File: src/rtl/imem_program_loader_if.sv
// Host-side instruction stream plus instruction-memory write port and
// loader status, bundled for the program loader.
interface imem_program_loader_if #(
    parameter int ADDR_W = 6
);
    // Host instruction stream
    logic              in_valid;
    logic              in_ready;
    logic [3:0]        in_op;
    logic [4:0]        in_rs;
    logic [4:0]        in_rt;
    logic [4:0]        in_rd;
    logic [5:0]        in_funct;
    logic [15:0]       in_imm;
    logic [25:0]       in_target;
    logic              in_last;
    logic              restart;

    // Instruction-memory write port
    logic              imem_we;
    logic [ADDR_W-1:0] imem_addr;
    logic [31:0]       imem_wdata;

    // Load status
    logic [ADDR_W:0]   words_loaded;
    logic              load_done;
    logic              full;
    logic              err;
    logic              cpu_rst_n;

    // Loader side
    modport slave (
        input  in_valid, in_op, in_rs, in_rt, in_rd, in_funct, in_imm,
               in_target, in_last, restart,
        output in_ready, imem_we, imem_addr, imem_wdata, words_loaded,
               load_done, full, err, cpu_rst_n
    );

    // Host side
    modport master (
        output in_valid, in_op, in_rs, in_rt, in_rd, in_funct, in_imm,
               in_target, in_last, restart,
        input  in_ready, imem_we, imem_addr, imem_wdata, words_loaded,
               load_done, full, err, cpu_rst_n
    );
endinterface

File: src/rtl/imem_program_loader.sv
// Program loader: encodes symbolic MIPS instructions from a host into
// machine words, writes them sequentially into instruction memory from
// address 0, and holds the processor in reset until the load completes.
module imem_program_loader #(
    parameter int ADDR_W = 6,
    parameter int DEPTH  = 64
) (
    input  logic                  clk,
    input  logic                  rst_n,
    imem_program_loader_if.slave  bus
);
    typedef enum logic [1:0] {
        S_IDLE  = 2'd0,
        S_WRITE = 2'd1,
        S_DONE  = 2'd2,
        S_ERR   = 2'd3
    } state_t;

    localparam logic [ADDR_W-1:0] LAST_ADDR = ADDR_W'(DEPTH - 1);
    localparam logic [ADDR_W-1:0] ADDR_ONE  = ADDR_W'(1);
    localparam logic [ADDR_W:0]   WORD_ONE  = (ADDR_W + 1)'(1);

    state_t            state_q, state_d;
    logic              imem_we_q, imem_we_d;
    logic [ADDR_W-1:0] imem_addr_q, imem_addr_d;
    logic [31:0]       imem_wdata_q, imem_wdata_d;
    logic [ADDR_W:0]   words_loaded_q, words_loaded_d;
    logic              load_done_q, load_done_d;
    logic              full_q, full_d;
    logic              err_q, err_d;
    logic              cpu_rst_n_q, cpu_rst_n_d;
    logic              last_q, last_d;

    logic [31:0]       enc_word;
    logic              enc_legal;
    logic              transfer;

    // Encode the presented instruction; opcodes 10-15 are flagged illegal
    always_comb begin
        enc_word  = 32'd0;
        enc_legal = 1'b1;
        unique case (bus.in_op)
            4'd0: enc_word = {6'b000000, bus.in_rs, bus.in_rt, bus.in_rd, 5'b00000, bus.in_funct};
            4'd1: enc_word = {6'b100011, bus.in_rs, bus.in_rt, bus.in_imm};
            4'd2: enc_word = {6'b101011, bus.in_rs, bus.in_rt, bus.in_imm};
            4'd3: enc_word = {6'b000100, bus.in_rs, bus.in_rt, bus.in_imm};
            4'd4: enc_word = {6'b001000, bus.in_rs, bus.in_rt, bus.in_imm};
            4'd5: enc_word = {6'b001100, bus.in_rs, bus.in_rt, bus.in_imm};
            4'd6: enc_word = {6'b000010, bus.in_target};
            4'd7: enc_word = {6'b001101, bus.in_rs, bus.in_rt, bus.in_imm};
            4'd8: enc_word = {6'b001111, 5'b00000, bus.in_rt, bus.in_imm};
            4'd9: enc_word = {6'b001001, bus.in_rs, bus.in_rt, bus.in_imm};
            default: enc_legal = 1'b0;
        endcase
    end

    assign transfer = bus.in_valid && (state_q == S_IDLE);

    // Next-state and registered-output logic; restart overrides every state
    always_comb begin
        state_d        = state_q;
        imem_we_d      = 1'b0;
        imem_addr_d    = imem_addr_q;
        imem_wdata_d   = imem_wdata_q;
        words_loaded_d = words_loaded_q;
        load_done_d    = load_done_q;
        full_d         = full_q;
        err_d          = err_q;
        cpu_rst_n_d    = cpu_rst_n_q;
        last_d         = last_q;

        if (bus.restart) begin
            // A write already on the bus this cycle still completes, since
            // imem_we_q is high for the whole WRITE cycle.
            state_d        = S_IDLE;
            imem_addr_d    = '0;
            words_loaded_d = '0;
            load_done_d    = 1'b0;
            full_d         = 1'b0;
            err_d          = 1'b0;
            cpu_rst_n_d    = 1'b0;
        end else begin
            unique case (state_q)
                S_IDLE: begin
                    if (transfer) begin
                        if (enc_legal) begin
                            imem_wdata_d = enc_word;
                            last_d       = bus.in_last;
                            imem_we_d    = 1'b1;
                            state_d      = S_WRITE;
                        end else begin
                            err_d   = 1'b1;
                            state_d = S_ERR;
                        end
                    end
                end
                S_WRITE: begin
                    words_loaded_d = words_loaded_q + WORD_ONE;
                    if (last_q) begin
                        load_done_d = 1'b1;
                        cpu_rst_n_d = 1'b1;
                        state_d     = S_DONE;
                    end else if (imem_addr_q == LAST_ADDR) begin
                        // Memory is full: stop here rather than wrap.
                        full_d      = 1'b1;
                        load_done_d = 1'b1;
                        cpu_rst_n_d = 1'b1;
                        state_d     = S_DONE;
                    end else begin
                        imem_addr_d = imem_addr_q + ADDR_ONE;
                        state_d     = S_IDLE;
                    end
                end
                S_DONE: begin
                    state_d = S_DONE;
                end
                S_ERR: begin
                    state_d = S_ERR;
                end
                default: state_d = S_IDLE;
            endcase
        end
    end

    // State and output registers with asynchronous reset
    always_ff @(posedge clk or negedge rst_n) begin
        if (!rst_n) begin
            state_q        <= S_IDLE;
            imem_we_q      <= 1'b0;
            imem_addr_q    <= '0;
            imem_wdata_q   <= '0;
            words_loaded_q <= '0;
            load_done_q    <= 1'b0;
            full_q         <= 1'b0;
            err_q          <= 1'b0;
            cpu_rst_n_q    <= 1'b0;
            last_q         <= 1'b0;
        end else begin
            state_q        <= state_d;
            imem_we_q      <= imem_we_d;
            imem_addr_q    <= imem_addr_d;
            imem_wdata_q   <= imem_wdata_d;
            words_loaded_q <= words_loaded_d;
            load_done_q    <= load_done_d;
            full_q         <= full_d;
            err_q          <= err_d;
            cpu_rst_n_q    <= cpu_rst_n_d;
            last_q         <= last_d;
        end
    end

    assign bus.in_ready     = (state_q == S_IDLE);
    assign bus.imem_we      = imem_we_q;
    assign bus.imem_addr    = imem_addr_q;
    assign bus.imem_wdata   = imem_wdata_q;
    assign bus.words_loaded = words_loaded_q;
    assign bus.load_done    = load_done_q;
    assign bus.full         = full_q;
    assign bus.err          = err_q;
    assign bus.cpu_rst_n    = cpu_rst_n_q;
endmodule

File: src/flat_wrapper.sv
// flat-port wrapper written by rule: the top's interface ports become plain ports
module imem_program_loader_flat 
#(
    parameter int ADDR_W = 6,
    parameter int DEPTH  = 64
)
  (clk, rst_n, bus_in_valid, bus_in_op, bus_in_rs, bus_in_rt, bus_in_rd, bus_in_funct, bus_in_imm, bus_in_target, bus_in_last, bus_restart, bus_in_ready, bus_imem_we, bus_imem_addr, bus_imem_wdata, bus_words_loaded, bus_load_done, bus_full, bus_err, bus_cpu_rst_n);
  imem_program_loader_if #(.ADDR_W(ADDR_W)) bus_i ();
  input  logic clk;
  input  logic rst_n;
  input wire logic [$bits(bus_i.in_valid)-1:0] bus_in_valid;
  input wire logic [$bits(bus_i.in_op)-1:0] bus_in_op;
  input wire logic [$bits(bus_i.in_rs)-1:0] bus_in_rs;
  input wire logic [$bits(bus_i.in_rt)-1:0] bus_in_rt;
  input wire logic [$bits(bus_i.in_rd)-1:0] bus_in_rd;
  input wire logic [$bits(bus_i.in_funct)-1:0] bus_in_funct;
  input wire logic [$bits(bus_i.in_imm)-1:0] bus_in_imm;
  input wire logic [$bits(bus_i.in_target)-1:0] bus_in_target;
  input wire logic [$bits(bus_i.in_last)-1:0] bus_in_last;
  input wire logic [$bits(bus_i.restart)-1:0] bus_restart;
  output wire logic [$bits(bus_i.in_ready)-1:0] bus_in_ready;
  output wire logic [$bits(bus_i.imem_we)-1:0] bus_imem_we;
  output wire logic [$bits(bus_i.imem_addr)-1:0] bus_imem_addr;
  output wire logic [$bits(bus_i.imem_wdata)-1:0] bus_imem_wdata;
  output wire logic [$bits(bus_i.words_loaded)-1:0] bus_words_loaded;
  output wire logic [$bits(bus_i.load_done)-1:0] bus_load_done;
  output wire logic [$bits(bus_i.full)-1:0] bus_full;
  output wire logic [$bits(bus_i.err)-1:0] bus_err;
  output wire logic [$bits(bus_i.cpu_rst_n)-1:0] bus_cpu_rst_n;
  assign bus_i.in_valid = bus_in_valid;
  assign bus_i.in_op = bus_in_op;
  assign bus_i.in_rs = bus_in_rs;
  assign bus_i.in_rt = bus_in_rt;
  assign bus_i.in_rd = bus_in_rd;
  assign bus_i.in_funct = bus_in_funct;
  assign bus_i.in_imm = bus_in_imm;
  assign bus_i.in_target = bus_in_target;
  assign bus_i.in_last = bus_in_last;
  assign bus_i.restart = bus_restart;
  assign bus_in_ready = bus_i.in_ready;
  assign bus_imem_we = bus_i.imem_we;
  assign bus_imem_addr = bus_i.imem_addr;
  assign bus_imem_wdata = bus_i.imem_wdata;
  assign bus_words_loaded = bus_i.words_loaded;
  assign bus_load_done = bus_i.load_done;
  assign bus_full = bus_i.full;
  assign bus_err = bus_i.err;
  assign bus_cpu_rst_n = bus_i.cpu_rst_n;
  imem_program_loader #(.ADDR_W(ADDR_W), .DEPTH(DEPTH)) u_core (.clk(clk), .rst_n(rst_n), .bus(bus_i));
endmodule
File: config.mk
export PLATFORM = sky130hd
export DESIGN_NAME = imem_program_loader_flat
export DESIGN_NICKNAME = d
export VERILOG_FILES = /design/src/rtl/imem_program_loader_if.sv /design/src/rtl/imem_program_loader.sv /design/src/flat_wrapper.sv
export SDC_FILE = /design/constraint.sdc
export NUM_CORES = 1
export LEC_CHECK = 0
export CELL_PAD_IN_SITES_DETAIL_PLACEMENT = 1
export CELL_PAD_IN_SITES_GLOBAL_PLACEMENT = 1
export CORE_AREA = 5 5 97 99
export DETAILED_ROUTE_END_ITERATION = 8
export DIE_AREA = 0 0 102 104
export GPL_ROUTABILITY_DRIVEN = 0
export HOLD_SLACK_MARGIN = 0.05
export PLACE_DENSITY = 0.81
export SYNTH_ARGS = -nofsm -noshare
export SYNTH_HDL_FRONTEND = slang
export SYNTH_SLANG_ARGS = --single-unit
File: constraint.sdc
create_clock -name clk -period 5 [get_ports clk]
set_input_delay 1.25 -clock clk [delete_from_list [all_inputs] [get_ports clk]]
set_output_delay 1.25 -clock clk [all_outputs]
set_load 0.02 [all_outputs]
==> impl_metrics.tcl <==
set metrics [dict create \
    pre_cts_ws_ns 1.10 \
    clock_latency_ns 0.29 \
    finalCriticalPeriod_ns 3.55 \
    dieArea_mm2 0.0106 \
    viasPerCell 5.33 \
    cts_tree "done" \
    slew_headroom 0.334 \
    dpl.hpwl_um 6970 \
    end_kind "flip-flop" \
    vdd.ir_drop.worst_mv 0.169 \
    num_rows 34 \
    initial_core_util 0.317 \
    synthTopCellsByArea "dfrtp_1 (48%), a32oi_1 (6.9%), nor2_1 (5.5%)" \
    final_area_mm2 0.00402 \
    synth-edff-count 0 \
    path_cells "clkdlybuf4s50_1 > and3b_1 > nand2_4 > inv_1 > buf_4 > nor2_1 > a21oi_1" \
    reg2reg_slack_ns 2.58 \
    crit_required_ns 5.22 \
    ys_top_cells_by_count "dfrtp_1 (51), nor2_1 (39), a21oi_1 (28)" \
    yosys.cell_types.count 48 \
    fmaxAchievable_mhz 282 \
    tightest_slew_ns 0.996 \
    area_growth_pct 49.7 \
    grt_pass1_vias 2812 \
    finalCritPeriodShare 0.710 \
    antenna_cells 0 \
    grt_max_degree 52 \
    antenna_found_initial 0 \
    path_clk_slew_ns 0.09 \
    drv_slew 0 \
    rsz0062_at_grt "no" \
    synth-seq-cells 51 \
    crit_slowest_cell "clkdlybuf4s50_1" \
    port-buffer-count 121 \
    cts_max_level 2 \
    final.setup.worst_slack_ns 1.45 \
    drc 0 \
    dieWidth_um 102 \
    track_usage 0.167 \
    yosys_warnings 0 \
    outcome "finished clean" \
    root_buffer "clkbuf_8" \
    globalRouteOverflowTotal 0 \
    grt_pass1_wl_um 14200 \
    crit_fanout 25 \
    p_int_mw 1.13 \
    num_vias 2640 \
    power_mw 1.84 \
    clk_path_buf_depth 2 \
    synth_nets 356 \
    seq_power_share 0.365 \
    drt_wl_total_um 8890 \
    async_reset_ff_frac 1.00 \
    cts_buffers 5 \
    drv_cap 0 \
    yosysMostFrequentCell "dfrtp_1" \
    fin_nets 465 \
    placed_cell_area_mm2 0.00392 \
    post_cts_buffers 0 \
    synth_largest_area_cell "dfrtp_1" \
    ctsResizeCount 0 \
    synth_top_area_frac 0.476 \
    clkPwrFrac 0.138 \
    die_h_um 104 \
    p_sw_mw 0.714 \
    critical_path_arrival_ns 3.77 \
    holdBufCountCts 0 \
    synth_area_mm2 0.00268 \
    coreArea_mm2 0.00847 \
    drtPass1Iterations 4 \
    crit_path_max_incr_delay_ns 0.77 \
    p_sw_frac 0.388 \
    skew_ns 0.00343 \
    min_path_type "flip-flop to flip-flop" \
    synth_cells 277 \
    cp-start-kind "input pin" \
    drtAntennaViolNets 0 \
    fill_cells 946 \
    finalHoldViolations 0 \
    path_class "input pin to flip-flop" \
    avgRoutedWirePerCell_um 18.0 \
    ys_seq_area_frac 0.476 \
    cts_sinks 51 \
    tns_ns 0 \
    drt_iter0_drc 81 \
    setup_viol 0 \
    multi_input_area_mm2 0.00125 \
    powerDensity_mw_per_mm2 458 \
    post_route_cells_drive_above_1_share 0.0517 \
    crit_family "buffers and inverters" \
    cp_num_buf_inv 3 \
    seqCellArea_mm2 0.00128 \
    power.leakage_nw 1.61 \
    p_comb_frac 0.497 \
    syn_area_per_cell_um2 9.69 \
    ios 123 \
    ys.flop_type "dfrtp_1" \
]
-- worst register-to-register path: stages, from the launching register on --
cell     delay (ns)
dfrtp_1        0.41
inv_1          0.14
ha_1           0.24
and3b_1        0.40
nand2_4        0.21
inv_1          0.39
buf_4          0.35
nor2_1         0.09
a21oi_1        0.12
-- flip-flops by register name (all words and copies together) (netlist names) --
name	count
u_core.bus.err	1
u_core.bus.full	1
u_core.bus.imem_addr	6
u_core.bus.imem_wdata	31
u_core.bus.imem_we	1
u_core.bus.load_done	1
u_core.bus.words_loaded	7
u_core.last_q	1
u_core.state_q	2
-- path summary, 6_finish.rpt --
check | start | to | cells after the start
setup reg to reg | u_core.state_q[1] | u_core.bus.imem_wdata[4] | 8
min in group asynchronous | rst_n | u_core.bus.full | 2
hold / removal | u_core.bus.imem_wdata[16] | u_core.bus.imem_wdata[16] | 2
max in group asynchronous | rst_n | u_core.bus.imem_wdata[28] | 2
hold reg to reg | u_core.bus.imem_wdata[16] | u_core.bus.imem_wdata[16] | 2
setup / recovery | bus_restart | u_core.bus.imem_wdata[4] | 7
-- power by group through the flow --
stage | sequential [mW] | clock, mW | combinational (mW)
finish | 0.672 | 0.254 | 0.915
global route | 0.695 | 0.285 | 0.989
CTS | 0.676 | 0.265 | 0.931
detailed placement | 0.682 | 0 | 0.927
global placement | 0.675 | 0 | 0.892
floorplan | 0.833 | 0 | 0.309
-- cells in the final DEF, fill, tap and decap left out, types with 2 or more instances in the layout --
cell type          n
inv_1              7
a221oi_1           5
o21ai_0            6
nand4_1            2
o21ai_2            2
nor2_1            39
o22ai_1            3
clkdlybuf4s50_1  120
dfrtp_1           51
nor3_1             2
a32oi_1           21
nand2b_1           2
a21oi_1           28
mux2i_1            2
or3_1              4
nand3_1            3
xnor2_1            2
a221o_1            2
xor2_1             4
clkbuf_8           7
a22o_1            13
o21ai_1            5
ha_1               7
nand2_1           19
buf_4              3
a211oi_1           3
nand3b_1           2
nor2b_1            3
-- routing by layer --
layer  global-route usage  share of wire
met2                0.291           0.52
met4               0.0534          0.030
met1                0.201           0.39
met5                    0              0
met3               0.0362          0.059
-- cell families (layout without fill, tap and decap cells) --
kind of cell,count (synthesis),after routing,share of synthesized area
AO/OA/AOI/OAI,97,97,0.256
XOR/XNOR,6,6,0.0196
adder cells (fa/ha/maj),7,7,0.0326
buffers and inverters,29,139,0.0587
flip-flops,51,51,0.476
multiplexers,2,2,0.00746
other,1,1,0.00140
AND/OR/NAND/NOR,84,84,0.149
-- per-stage QoR --
stage | hold WS, ns | util | cells
6_report | 0.513 | 0.474 | 495
5_1_grt | 0.545 | 0.474 | 495
4_1_cts | 0.520 | 0.474 | 495
3_5_place_dp | 0.499 | 0.463 | 487
3_3_place_gp | 0.471 | 0.463 | 487
2_1_floorplan | 0.483 | - | 277
-- area by class of cell --
class                   instances  area share
multi-input cells             197       0.311
flip-flops and latches         51       0.318
inverters                       7     0.00654
well taps                     108      0.0336
repair buffers                124       0.306
clock buffers                   8      0.0249
Power figures use the tool's default switching activity.
